`src/rtl/elev_pkg.sv`:
```
// Shared types, constants and hall-call bit-map helpers for the elevator slice.
package elev_pkg;

  localparam int unsigned NUM_FLOORS = 6;
  localparam int unsigned HALL_W     = 10;

  localparam logic [1:0] DIR_NONE = 2'b00;
  localparam logic [1:0] DIR_UP   = 2'b01;
  localparam logic [1:0] DIR_DOWN = 2'b10;

  typedef enum logic [1:0] {
    IDLE      = 2'd0,
    MOVE_UP   = 2'd1,
    MOVE_DOWN = 2'd2,
    DOOR_OPEN = 2'd3
  } state_t;

  // Hall map: [0]=F0 up, [2f-1]/[2f]=Ff up/down for f=1..4, [9]=F5 down.
  function automatic logic [3:0] hall_up_idx(input logic [2:0] f);
    return (f == 3'd0) ? 4'd0 : ({f, 1'b0} - 4'd1);
  endfunction

  function automatic logic [3:0] hall_dn_idx(input logic [2:0] f);
    return (f == 3'(NUM_FLOORS - 1)) ? 4'd9 : {f, 1'b0};
  endfunction

  function automatic logic [HALL_W-1:0] hall_up_mask(input logic [2:0] f);
    logic [HALL_W-1:0] m;
    m = '0;
    if (f < 3'(NUM_FLOORS - 1)) m[hall_up_idx(f)] = 1'b1;
    return m;
  endfunction

  function automatic logic [HALL_W-1:0] hall_dn_mask(input logic [2:0] f);
    logic [HALL_W-1:0] m;
    m = '0;
    if (f > 3'd0 && f < 3'(NUM_FLOORS)) m[hall_dn_idx(f)] = 1'b1;
    return m;
  endfunction

  function automatic logic [NUM_FLOORS-1:0] floor_bit(input logic [2:0] f);
    return NUM_FLOORS'(1) << f;
  endfunction

  function automatic logic any_above(input logic [NUM_FLOORS-1:0] r, input logic [2:0] f);
    logic a;
    a = 1'b0;
    for (int unsigned i = 0; i < NUM_FLOORS; i++)
      if (3'(i) > f && r[3'(i)]) a = 1'b1;
    return a;
  endfunction

  function automatic logic any_below(input logic [NUM_FLOORS-1:0] r, input logic [2:0] f);
    logic a;
    a = 1'b0;
    for (int unsigned i = 0; i < NUM_FLOORS; i++)
      if (3'(i) < f && r[3'(i)]) a = 1'b1;
    return a;
  endfunction

endpackage

```
`src/rtl/cycle_timer.sv`:
```
// Loadable down-counter; done is high while the count sits at 1 (last cycle of an interval).
module cycle_timer #(
  parameter int unsigned W = 8
) (
  input  logic         clk,
  input  logic         rst_n,
  input  logic         load,
  input  logic [W-1:0] load_val,
  output logic         done
);

  logic [W-1:0] count;

  always_ff @(posedge clk or negedge rst_n) begin
    if (!rst_n)              count <= '0;
    else if (load)           count <= load_val;
    else if (count != '0)    count <= count - W'(1);
  end

  assign done = (count == W'(1));

endmodule

```
`src/rtl/request_scheduler.sv`:
```
// Collective (SCAN) car controller serving latched car/hall calls over 6 floors.
// Optional DOOR_HOLD_EN adds a door_hold input that keeps the door open during dwell.
module request_scheduler
  import elev_pkg::*;
#(
  parameter int unsigned TRAVEL_CYCLES = 4,
  parameter int unsigned DOOR_CYCLES   = 3,
  parameter int unsigned TIMER_W       = 8
) (
  input  logic                  clk,
  input  logic                  rst,
  input  logic [NUM_FLOORS-1:0] req_in,
  input  logic [HALL_W-1:0]     req_out,
`ifdef DOOR_HOLD_EN
  input  logic                  door_hold,
`endif
  output logic [NUM_FLOORS-1:0] clr_in,
  output logic [HALL_W-1:0]     clr_out,
  output logic [2:0]            cur_floor,
  output logic [1:0]            dir,
  output logic                  door_open,
  output logic                  moving
);

  localparam logic [TIMER_W-1:0] TRAVEL_T = TIMER_W'(TRAVEL_CYCLES);
  localparam logic [TIMER_W-1:0] DOOR_T   = TIMER_W'(DOOR_CYCLES);

  state_t                state, state_n;
  logic [2:0]            floor_n, arr_floor;
  logic [1:0]            dir_n;
  logic [NUM_FLOORS-1:0] clr_in_n, up_req, dn_req, any_req, new_in;
  logic [HALL_W-1:0]     clr_out_n, fwd_mask, back_mask, serve_mask, new_out;
  logic                  t_load, t_done, beyond, above, below, go_up, go_dn;
  logic [TIMER_W-1:0]    t_val;

  cycle_timer #(.W(TIMER_W)) u_timer (
    .clk      (clk),
    .rst_n    (rst),
    .load     (t_load),
    .load_val (t_val),
    .done     (t_done)
  );

  always_comb begin
    up_req = '0;
    dn_req = '0;
    for (int unsigned f = 0; f < NUM_FLOORS; f++) begin
      up_req[3'(f)] = |(req_out & hall_up_mask(3'(f)));
      dn_req[3'(f)] = |(req_out & hall_dn_mask(3'(f)));
    end
  end

  assign any_req = req_in | up_req | dn_req;
  assign above   = any_above(any_req, cur_floor);
  assign below   = any_below(any_req, cur_floor);

  always_comb begin
    state_n    = state;
    floor_n    = cur_floor;
    dir_n      = dir;
    clr_in_n   = '0;
    clr_out_n  = '0;
    t_load     = 1'b0;
    t_val      = TRAVEL_T;
    go_up      = 1'b0;
    go_dn      = 1'b0;
    arr_floor  = (state == MOVE_UP) ? cur_floor + 3'd1 : cur_floor - 3'd1;
    beyond     = (state == MOVE_UP) ? any_above(any_req, arr_floor)
                                    : any_below(any_req, arr_floor);
    fwd_mask   = (state == MOVE_UP) ? hall_up_mask(arr_floor) : hall_dn_mask(arr_floor);
    back_mask  = (state == MOVE_UP) ? hall_dn_mask(arr_floor) : hall_up_mask(arr_floor);
    serve_mask = ((dir != DIR_DOWN) ? hall_up_mask(cur_floor) : '0) |
                 ((dir != DIR_UP)   ? hall_dn_mask(cur_floor) : '0);
    // Bits whose clear pulse is in flight are still set upstream; don't re-serve them.
    new_in     = floor_bit(cur_floor) & req_in & ~clr_in;
    new_out    = serve_mask & req_out & ~clr_out;

    case (state)
      IDLE: begin
        if (any_req[cur_floor]) begin
          state_n   = DOOR_OPEN;
          t_load    = 1'b1;
          t_val     = DOOR_T;
          clr_in_n  = floor_bit(cur_floor) & req_in;
          clr_out_n = (hall_up_mask(cur_floor) | hall_dn_mask(cur_floor)) & req_out;
        end else if (above) begin
          state_n = MOVE_UP;
          dir_n   = DIR_UP;
          t_load  = 1'b1;
        end else if (below) begin
          state_n = MOVE_DOWN;
          dir_n   = DIR_DOWN;
          t_load  = 1'b1;
        end
      end

      MOVE_UP, MOVE_DOWN: begin
        if (t_done) begin
          floor_n = arr_floor;
          if (req_in[arr_floor] || |(req_out & fwd_mask) || !beyond) begin
            state_n   = DOOR_OPEN;
            t_load    = 1'b1;
            t_val     = DOOR_T;
            clr_in_n  = floor_bit(arr_floor) & req_in;
            clr_out_n = (fwd_mask | (back_mask & {HALL_W{!beyond}})) & req_out;
            if (!beyond) dir_n = (state == MOVE_UP) ? DIR_DOWN : DIR_UP;
          end else begin
            t_load = 1'b1;
          end
        end
      end

      DOOR_OPEN: begin
        if (|new_in || |new_out) begin
          clr_in_n  = new_in;
          clr_out_n = new_out;
          t_load    = 1'b1;
          t_val     = DOOR_T;
        end
`ifdef DOOR_HOLD_EN
        else if (door_hold) begin
          t_load = 1'b1;
          t_val  = DOOR_T;
        end
`endif
        else if (t_done) begin
          if (dir == DIR_DOWN) begin
            go_dn = below;
            go_up = !below && above;
          end else begin
            go_up = above;
            go_dn = !above && below;
          end
          if (go_up) begin
            state_n = MOVE_UP;
            dir_n   = DIR_UP;
            t_load  = 1'b1;
          end else if (go_dn) begin
            state_n = MOVE_DOWN;
            dir_n   = DIR_DOWN;
            t_load  = 1'b1;
          end else begin
            state_n = IDLE;
            dir_n   = DIR_NONE;
          end
        end
      end

      default: state_n = IDLE;
    endcase
  end

  always_ff @(posedge clk or negedge rst) begin
    if (!rst) begin
      state     <= IDLE;
      cur_floor <= '0;
      dir       <= DIR_NONE;
      clr_in    <= '0;
      clr_out   <= '0;
    end else begin
      state     <= state_n;
      cur_floor <= floor_n;
      dir       <= dir_n;
      clr_in    <= clr_in_n;
      clr_out   <= clr_out_n;
    end
  end

  assign door_open = (state == DOOR_OPEN);
  assign moving    = (state == MOVE_UP) || (state == MOVE_DOWN);

endmodule

```
`config.mk`:
```
export PLATFORM = sky130hd
export DESIGN_NAME = request_scheduler
export DESIGN_NICKNAME = d
export VERILOG_FILES = /design/src/rtl/elev_pkg.sv /design/src/rtl/cycle_timer.sv /design/src/rtl/request_scheduler.sv
export SDC_FILE = /design/constraint.sdc
export NUM_CORES = 1
export LEC_CHECK = 0
export ABC_CLOCK_PERIOD_IN_PS = 5500
export BUFFER_PORTS_ARGS = -buffer_cell sky130_fd_sc_hd__buf_4
export CELL_PAD_IN_SITES_DETAIL_PLACEMENT = 1
export CELL_PAD_IN_SITES_GLOBAL_PLACEMENT = 2
export CORE_ASPECT_RATIO = 0.75
export CORE_MARGIN = 4
export CORE_UTILIZATION = 35
export DETAILED_ROUTE_END_ITERATION = 6
export PLACE_DENSITY = 0.8
export SLEW_MARGIN = 20
export SYNTH_ARGS = -nofsm -noshare
export SYNTH_HDL_FRONTEND = slang
export SYNTH_SLANG_ARGS = --single-unit
```
`constraint.sdc`:
```
create_clock -name clk -period 5.5 [get_ports clk]
set_clock_uncertainty 0.05 [all_clocks]
set_input_delay 0.825 -clock clk [delete_from_list [all_inputs] [get_ports clk]]
set_output_delay 0.825 -clock clk [all_outputs]
set_load 0.05 [all_outputs]
```
==> results.sh, run 1 <==
export IMPL_setup_viol=0
export IMPL_routed_wl_mm=12.8
export IMPL_die_h_um=91.0
export IMPL_wl_met3_um=982
export IMPL_utilization=0.431
export IMPL_synth_cell_types=82
export IMPL_wl_met1_mm=6.35
export IMPL_antenna_found_initial=0
export IMPL_highest_layer="met4"
export IMPL_htree_num_levels=2
export IMPL_cts_tree="yes"
export IMPL_ant_nets=0
export IMPL_num_vias=3392
export IMPL_synth_cells=388
export IMPL_cap_violations=0
export IMPL_cp_required_ps=5650
export IMPL_drtPass1Iterations=7
export IMPL_status="completed"
export IMPL_p_leak_nw=1.55
export IMPL_grt_pass1_vias=3379
export IMPL_finalHoldViolations=0
export IMPL_grt_max_degree=36
export IMPL_cts_root_buf="clkbuf_16"
export IMPL_drv_slew=0
export IMPL_cp_cell_sequence="inv_1 -> ha_1 -> xor2_1 -> a21oi_1 -> ha_1 -> nor2b_1 -> a31oi_1 -> o32ai_1 -> a222oi_1 -> a311oi_1 -> buf_4 -> nand2_1 -> a21boi_0"
export IMPL_r2r_end="clr_in[2]"
export IMPL_nFillCells=1040
export IMPL_wl_met2_mm=5.33
export IMPL_grt_pass1_wl_mm=20.1
export IMPL_synth_edf_count=0
export IMPL_ys_ff_latch=31
export IMPL_via_per_inst=6.42
export IMPL_ioPinCount=41
export IMPL_synthArstFlopShare=1.00
export IMPL_drc=0
export IMPL_synthTopCellsByArea="dfrtp_1 (24%), ha_1 (5.8%), nor2_1 (4.2%)"
export IMPL_slowest_delay_ps=700
export IMPL_synth_xor_area_share=0.0276
export IMPL_ys_flop_type="dfrtp_1"
export IMPL_critPathLaunchType="flop"
export IMPL_synth_simple_gate_area_share=0.278
export IMPL_synthAdderAreaFrac=0.0583
export IMPL_cp_arrival_ps=4890
export IMPL_multi_input_comb_area_um2=2280
export IMPL_cts_hold_fix_buffers=0
export IMPL_syn_cell_area_um2=3220
export IMPL_netlist_top_cell_by_area="dfrtp_1"
export IMPL_min_period_ps=4740
export IMPL_cp_num_buf_inv=2
export IMPL_synth_common_cells="nor2_1 (36), dfrtp_1 (31), nand2_1 (30)"
export IMPL_slowest_stage="dfrtp_1"
export IMPL_crit_path_start="cur_floor[1]"
export IMPL_r2r_cells=13
export IMPL_drive_gt1_frac=0.210
export IMPL_hold_path_class="input port to asynchronous set/reset pin"
export IMPL_place_hpwl_mm=9.77
export IMPL_ys_seq_area_frac=0.241
export IMPL_dieArea_um2=10800
export IMPL_power_density_nw_per_um2=767
export IMPL_min_period_over_period=0.862
export IMPL_yosysMostFrequentCell="nor2_1"
export IMPL_post_cts_buffers=0
export IMPL_power_mw=2.88
export IMPL_overflow=0
export IMPL_die_x_um=119
export IMPL_areaGrowthSynthToFinish_pct=16.6
export IMPL_drtIter0Drc=282
export IMPL_synth_area_mux_share=0.0420
export IMPL_fmax_ghz=0.211
export IMPL_relSlewSlack=0.408
export IMPL_cts_buffers_inserted=5
export IMPL_post_cts_resized=0
export IMPL_final_net_count=452
export IMPL_synthesis_nets=421
export IMPL_cp_depth=13
export IMPL_path_clk_slew_ps=60
export IMPL_gr_usage_all_layers=0.240
export IMPL_core_region_area_um2=8710
export IMPL_rsz0062_at_grt="false"
export IMPL_cts_buffer_depth=2
export IMPL_endpoint_kind="flop"
export IMPL_row_count=29
export IMPL_seq_area_um2=776
export IMPL_setup_tns_final_ps=0
export IMPL_globalplace_congestion=0.940
export IMPL_initial_core_util=0.369
export IMPL_yosysTopAreaCellShare=0.241
export IMPL_syn_avg_cell_area_um2=8.29
export IMPL_worst_slew_pin_slew_ps=887
export IMPL_postLayoutCellArea_um2=3750
export IMPL_path_common_cell="ha_1"
export IMPL_clock_latency_ps=290
export IMPL_holdWs_ps=424
export IMPL_synth_compound_area_frac=0.303
export IMPL_numClockSinks=31
export IMPL_crit_type="flop to flop"
export IMPL_critPathTopFamily="compound AO/OA/AOI/OAI gates"
export IMPL_io_buffers=40
export IMPL_synth_top_family_by_area="compound AO/OA/AOI/OAI gates"
export IMPL_critPathMaxFanout=15
export IMPL_r2r_start="cur_floor[1]"
export IMPL_place_area_um2=3600
export IMPL_diodes=0
export IMPL_wl_per_cell_um=24.3
export IMPL_r2r_slack_ps=760
export IMPL_peakVddDrop_mv=0.361
export IMPL_synth_warnings=0
export IMPL_endpoint="clr_in[2]"
-- where the power goes --
| group | leakage (nW) | switching [mW] | internal [mW] |
|---|---|---|---|
| clock network | 0.0772 | 0.112 | 0.193 |
| registers | 0.408 | 0.0795 | 0.301 |
| logic | 1.07 | 1.45 | 0.740 |
-- how the worst min path moves through the flow --
stage	endpoint	slack (ps)
global placement	state[1]	480
CTS	cur_floor[2]	440
global route	cur_floor[2]	460
floorplan	u_timer.count[7]	450
finish	cur_floor[2]	420
detailed placement	state[1]	500
-- cell type report --
| class | instances | area share |
|---|---|---|
| Clock buffer | 8 | 0.0417 |
| Sequential cell | 31 | 0.207 |
| Tap cell | 108 | 0.0360 |
| Multi-Input combinational cell | 319 | 0.608 |
| Timing Repair Buffer | 45 | 0.0900 |
| Inverter | 17 | 0.0177 |
-- registers in the layout (all words and copies together), names as in the netlist --
| register | cells |
|---|---|
| cur_floor | 3 |
| dir | 2 |
| clr_out | 10 |
| clr_in | 6 |
| state | 2 |
| u_timer.count | 8 |
-- worst register-to-register path, delay by kind of cell, from the launching register on --
kind	cells	cell delay [ps]
AOI/OAI and AO/OA	6	1620
adders and majority gates	2	960
DFF	1	700
buffers and inverters	2	470
and+or+nand+nor	2	450
xor gates and xnor gates	1	410
-- through the flow --
stage,setup slack [ps],std cells
2_1_floorplan,1150,388
3_3_place_gp,1130,520
3_5_place_dp,934,520
4_1_cts,898,528
5_1_grt,361,528
6_report,758,528
-- cell usage in the layout, fill, tap and decap left out, types with 4 or more instances in the layout --
cell type | Yosys | final
buf_4 | 1 | 45
nor2_1 | 36 | 36
dfrtp_1 | 31 | 31
nand2_1 | 30 | 30
o21ai_0 | 19 | 19
ha_1 | 15 | 15
inv_1 | 14 | 14
a21oi_1 | 14 | 14
nand2b_1 | 12 | 12
nor2b_1 | 9 | 9
nand3_1 | 9 | 9
nand3b_1 | 8 | 8
a211oi_1 | 7 | 7
or2_2 | 7 | 7
o32ai_1 | 6 | 6
nor3_1 | 6 | 6
o211ai_1 | 6 | 6
nand4_1 | 6 | 6
o22ai_1 | 5 | 5
nor4_1 | 5 | 5
a32oi_1 | 5 | 5
mux2_2 | 5 | 5
or3_1 | 5 | 5
a31oi_1 | 5 | 5
clkbuf_16 | 0 | 5
o31ai_1 | 4 | 4
o21a_1 | 4 | 4
a21o_1 | 4 | 4
a31o_2 | 4 | 4
xnor2_1 | 4 | 4
and2_1 | 4 | 4
a21boi_0 | 4 | 4
-- logic make-up (layout without fill, tap and decap cells) --
family                     count (synthesis)  in the layout
adders and majority gates                 15             15
buffers and inverters                     38             70
muxes                                     11             11
AOI/OAI and AO/OA                        126            126
and+or+nand+nor                          159            159
xor gates and xnor gates                   8              8
DFF                                       31             31
-- per-layer routing --
| layer | global-route usage | vias up |
|---|---|---|
| li1 | - | 1535 |
| met1 | 0.366 | 1689 |
| met2 | 0.339 | 150 |
| met3 | 0.0559 | 18 |
| met4 | 0.0530 | 0 |
| met5 | 0 | - |
Power figures use the tool's default switching activity.
==> run 2: changes to the inputs <==
--- a/config.mk
+++ b/config.mk
@@ -13,8 +13,9 @@
 export CORE_MARGIN = 4
 export CORE_UTILIZATION = 35
 export DETAILED_ROUTE_END_ITERATION = 6
-export PLACE_DENSITY = 0.8
+export PLACE_DENSITY = 0.81
 export SLEW_MARGIN = 20
 export SYNTH_ARGS = -nofsm -noshare
 export SYNTH_HDL_FRONTEND = slang
+export SYNTH_HIERARCHICAL = 1
 export SYNTH_SLANG_ARGS = --single-unit
==> results.sh, run 2 <==
export IMPL_status="completed"
export IMPL_synth_cells=351
export IMPL_grt_pass1_vias=3013
export IMPL_synth_warnings=6
export IMPL_synth_cell_types=70
export IMPL_drc=0
export IMPL_synth_edf_count=0
export IMPL_final_cell_mix="buf_4 (42), nand2_1 (31), dfrtp_1 (31), nor2_1 (21), o21ai_0 (20)"
export IMPL_wl_per_cell_um=22.7
export IMPL_die_h_um=87.0
export IMPL_syn_avg_cell_area_um2=8.31
export IMPL_p_leak_nw=1.37
export IMPL_gr_usage_all_layers=0.228
export IMPL_drive_gt1_frac=0.176
export IMPL_drv_slew=0
export IMPL_dieArea_um2=9870
export IMPL_synthTopCellsByArea="dfrtp_1 (27%), ha_1 (6.0%), nand2_1 (4.0%)"
export IMPL_utilization=0.422
export IMPL_critPathLaunchType="flop"
export IMPL_endpoint_kind="flop"
export IMPL_syn_cell_area_um2=2920
export IMPL_routed_wl_mm=11.1
export IMPL_diodes=0
export IMPL_slowest_delay_ps=760
export IMPL_num_vias=3076
export IMPL_mostFrequentLayoutCell="buf_4"
export IMPL_cts_hold_fix_buffers=0
export IMPL_cap_violations=0
export IMPL_netlist_top_cell_by_area="dfrtp_1"
export IMPL_ys_flop_type="dfrtp_1"
export IMPL_initial_core_util=0.365
export IMPL_finalHoldViolations=0
export IMPL_path_clk_slew_ps=80
export IMPL_place_area_um2=3280
export IMPL_cp_cell_sequence="inv_1 -> ha_1 -> nor4b_1 -> nand3_1 -> a21oi_1 -> a21oi_1 -> nand4_2 -> a21oi_1 -> o21ai_0 -> o21a_1 -> nand2b_1 -> a21oi_1 -> nand3b_1"
export IMPL_ioPinCount=41
export IMPL_cp_required_ps=5610
export IMPL_ys_seq_area_frac=0.266
export IMPL_cts_tree="yes"
export IMPL_fmax_ghz=0.258
export IMPL_cp_arrival_ps=3990
export IMPL_largest_register="clr_out"
export IMPL_synthArstFlopShare=1.00
export IMPL_peakVddDrop_mv=0.0912
export IMPL_ant_nets=0
export IMPL_drtIter0Drc=234
export IMPL_clock_latency_ps=290
export IMPL_slowest_stage="dfrtp_1"
export IMPL_reg_top3="clr_out (10), u_timer/count (8), clr_in (6)"
export IMPL_cts_buffers_inserted=5
export IMPL_relSlewSlack=0.419
export IMPL_setup_viol=0
export IMPL_min_period_ps=3870
export IMPL_rsz0062_at_grt="false"
export IMPL_place_hpwl_mm=8.45
export IMPL_cts_root_buf="clkbuf_8"
export IMPL_cts_buffer_depth=2
export IMPL_yosysTopAreaCellShare=0.266
export IMPL_io_buffers=40
export IMPL_grt_pass1_wl_mm=17.5
export IMPL_setup_tns_final_ps=0
export IMPL_htree_num_levels=2
export IMPL_globalplace_congestion=0.950
export IMPL_numClockSinks=31
export IMPL_largest_reg_flops=10
export IMPL_critPathMaxFanout=18
export IMPL_post_cts_resized=0
export IMPL_power_mw=0.467
export IMPL_post_cts_buffers=0
export IMPL_power_density_nw_per_um2=139
export IMPL_antenna_found_initial=0
export IMPL_areaGrowthSynthToFinish_pct=15.6
export IMPL_hold_path_class="input port to asynchronous set/reset pin"
export IMPL_final_net_count=418
export IMPL_path_common_cell="a21oi_1"
export IMPL_via_per_inst=6.26
export IMPL_grt_max_degree=32
export IMPL_row_count=28
export IMPL_holdWs_ps=416
export IMPL_die_x_um=113
export IMPL_overflow=0
export IMPL_postLayoutCellArea_um2=3370
export IMPL_worst_slew_pin_slew_ps=865
export IMPL_synth_common_cells="dfrtp_1 (31), nand2_1 (31), nor2_1 (21)"
export IMPL_core_region_area_um2=7990
export IMPL_min_period_over_period=0.704
export IMPL_crit_type="flop to flop"
export IMPL_ys_ff_latch=31
export IMPL_drtPass1Iterations=5
## run 2: per-stage QoR
| stage | instances | setup WS, ps |
|---|---|---|
| 2_1_floorplan | 355 | 1810 |
| 3_3_place_gp | 484 | 1910 |
| 3_5_place_dp | 484 | 1790 |
| 4_1_cts | 491 | 1740 |
| 5_1_grt | 491 | 1310 |
| 6_report | 491 | 1630 |
## run 2: cells by family (layout without fill, tap and decap cells)
| family | after synthesis | count (layout) | share of synthesized area |
|---|---|---|---|
| AND/OR/NAND/NOR | 128 | 128 | 0.238 |
| AO/OA/AOI/OAI | 122 | 122 | 0.307 |
| buffers and inverters | 37 | 68 | 0.0566 |
| flip-flops | 31 | 31 | 0.266 |
| adder cells (fa/ha/maj) | 14 | 14 | 0.0601 |
| multiplexers | 11 | 11 | 0.0494 |
| XOR/XNOR | 7 | 7 | 0.0210 |
| other | 1 | 5 | 0.00129 |
## run 2: final timing paths
check	start	endpoint	slack (ps)	depth (start not counted)
setup / recovery	cur_floor[1]	u_timer/count[6]	1630	13
hold / removal	rst	clr_out[5]	420	1
setup reg to reg	cur_floor[1]	u_timer/count[6]	1630	13
hold reg to reg	u_timer/count[5]	u_timer/count[5]	550	2
max in group asynchronous	rst	u_timer/count[3]	4660	1
min in group clk	u_timer/count[5]	u_timer/count[5]	550	2
## run 2: where the power goes
part | internal [mW] | switching, mW | total [mW]
sequential | 0.228 | 0.000138 | 0.228
combinational | 0.0149 | 0.0266 | 0.0416
clock | 0.0984 | 0.0990 | 0.197
total | 0.341 | 0.126 | 0.467
## run 2: layer usage
layer / part of all wire / wire length, um / global-route usage
met4: 0.0076 / 85 / 0.0338
met5: 0 / 0 / 0
met2: 0.41 / 4590 / 0.331
met1: 0.50 / 5600 / 0.347
met3: 0.078 / 864 / 0.0549
## run 2: layout make-up
| cell class | instances | area, um^2 |
|---|---|---|
| clock buffers | 6 | 82.6 |
| clock inverters | 1 | 5.00 |
| fillers | 975 | 4620 |
| inverters | 19 | 71.3 |
| multi-input cells | 287 | 1990 |
| flip-flops and latches | 31 | 776 |
| well taps | 105 | 131 |
| repair buffers | 42 | 315 |
## run 2: critical path, delay by kind of cell (launching register included)
family	cells	cell delay (ps)
buffers and inverters	1	200
DFF	1	760
and+or+nand+nor	5	1250
adders and majority gates	1	430
AOI/OAI and AO/OA	6	1060
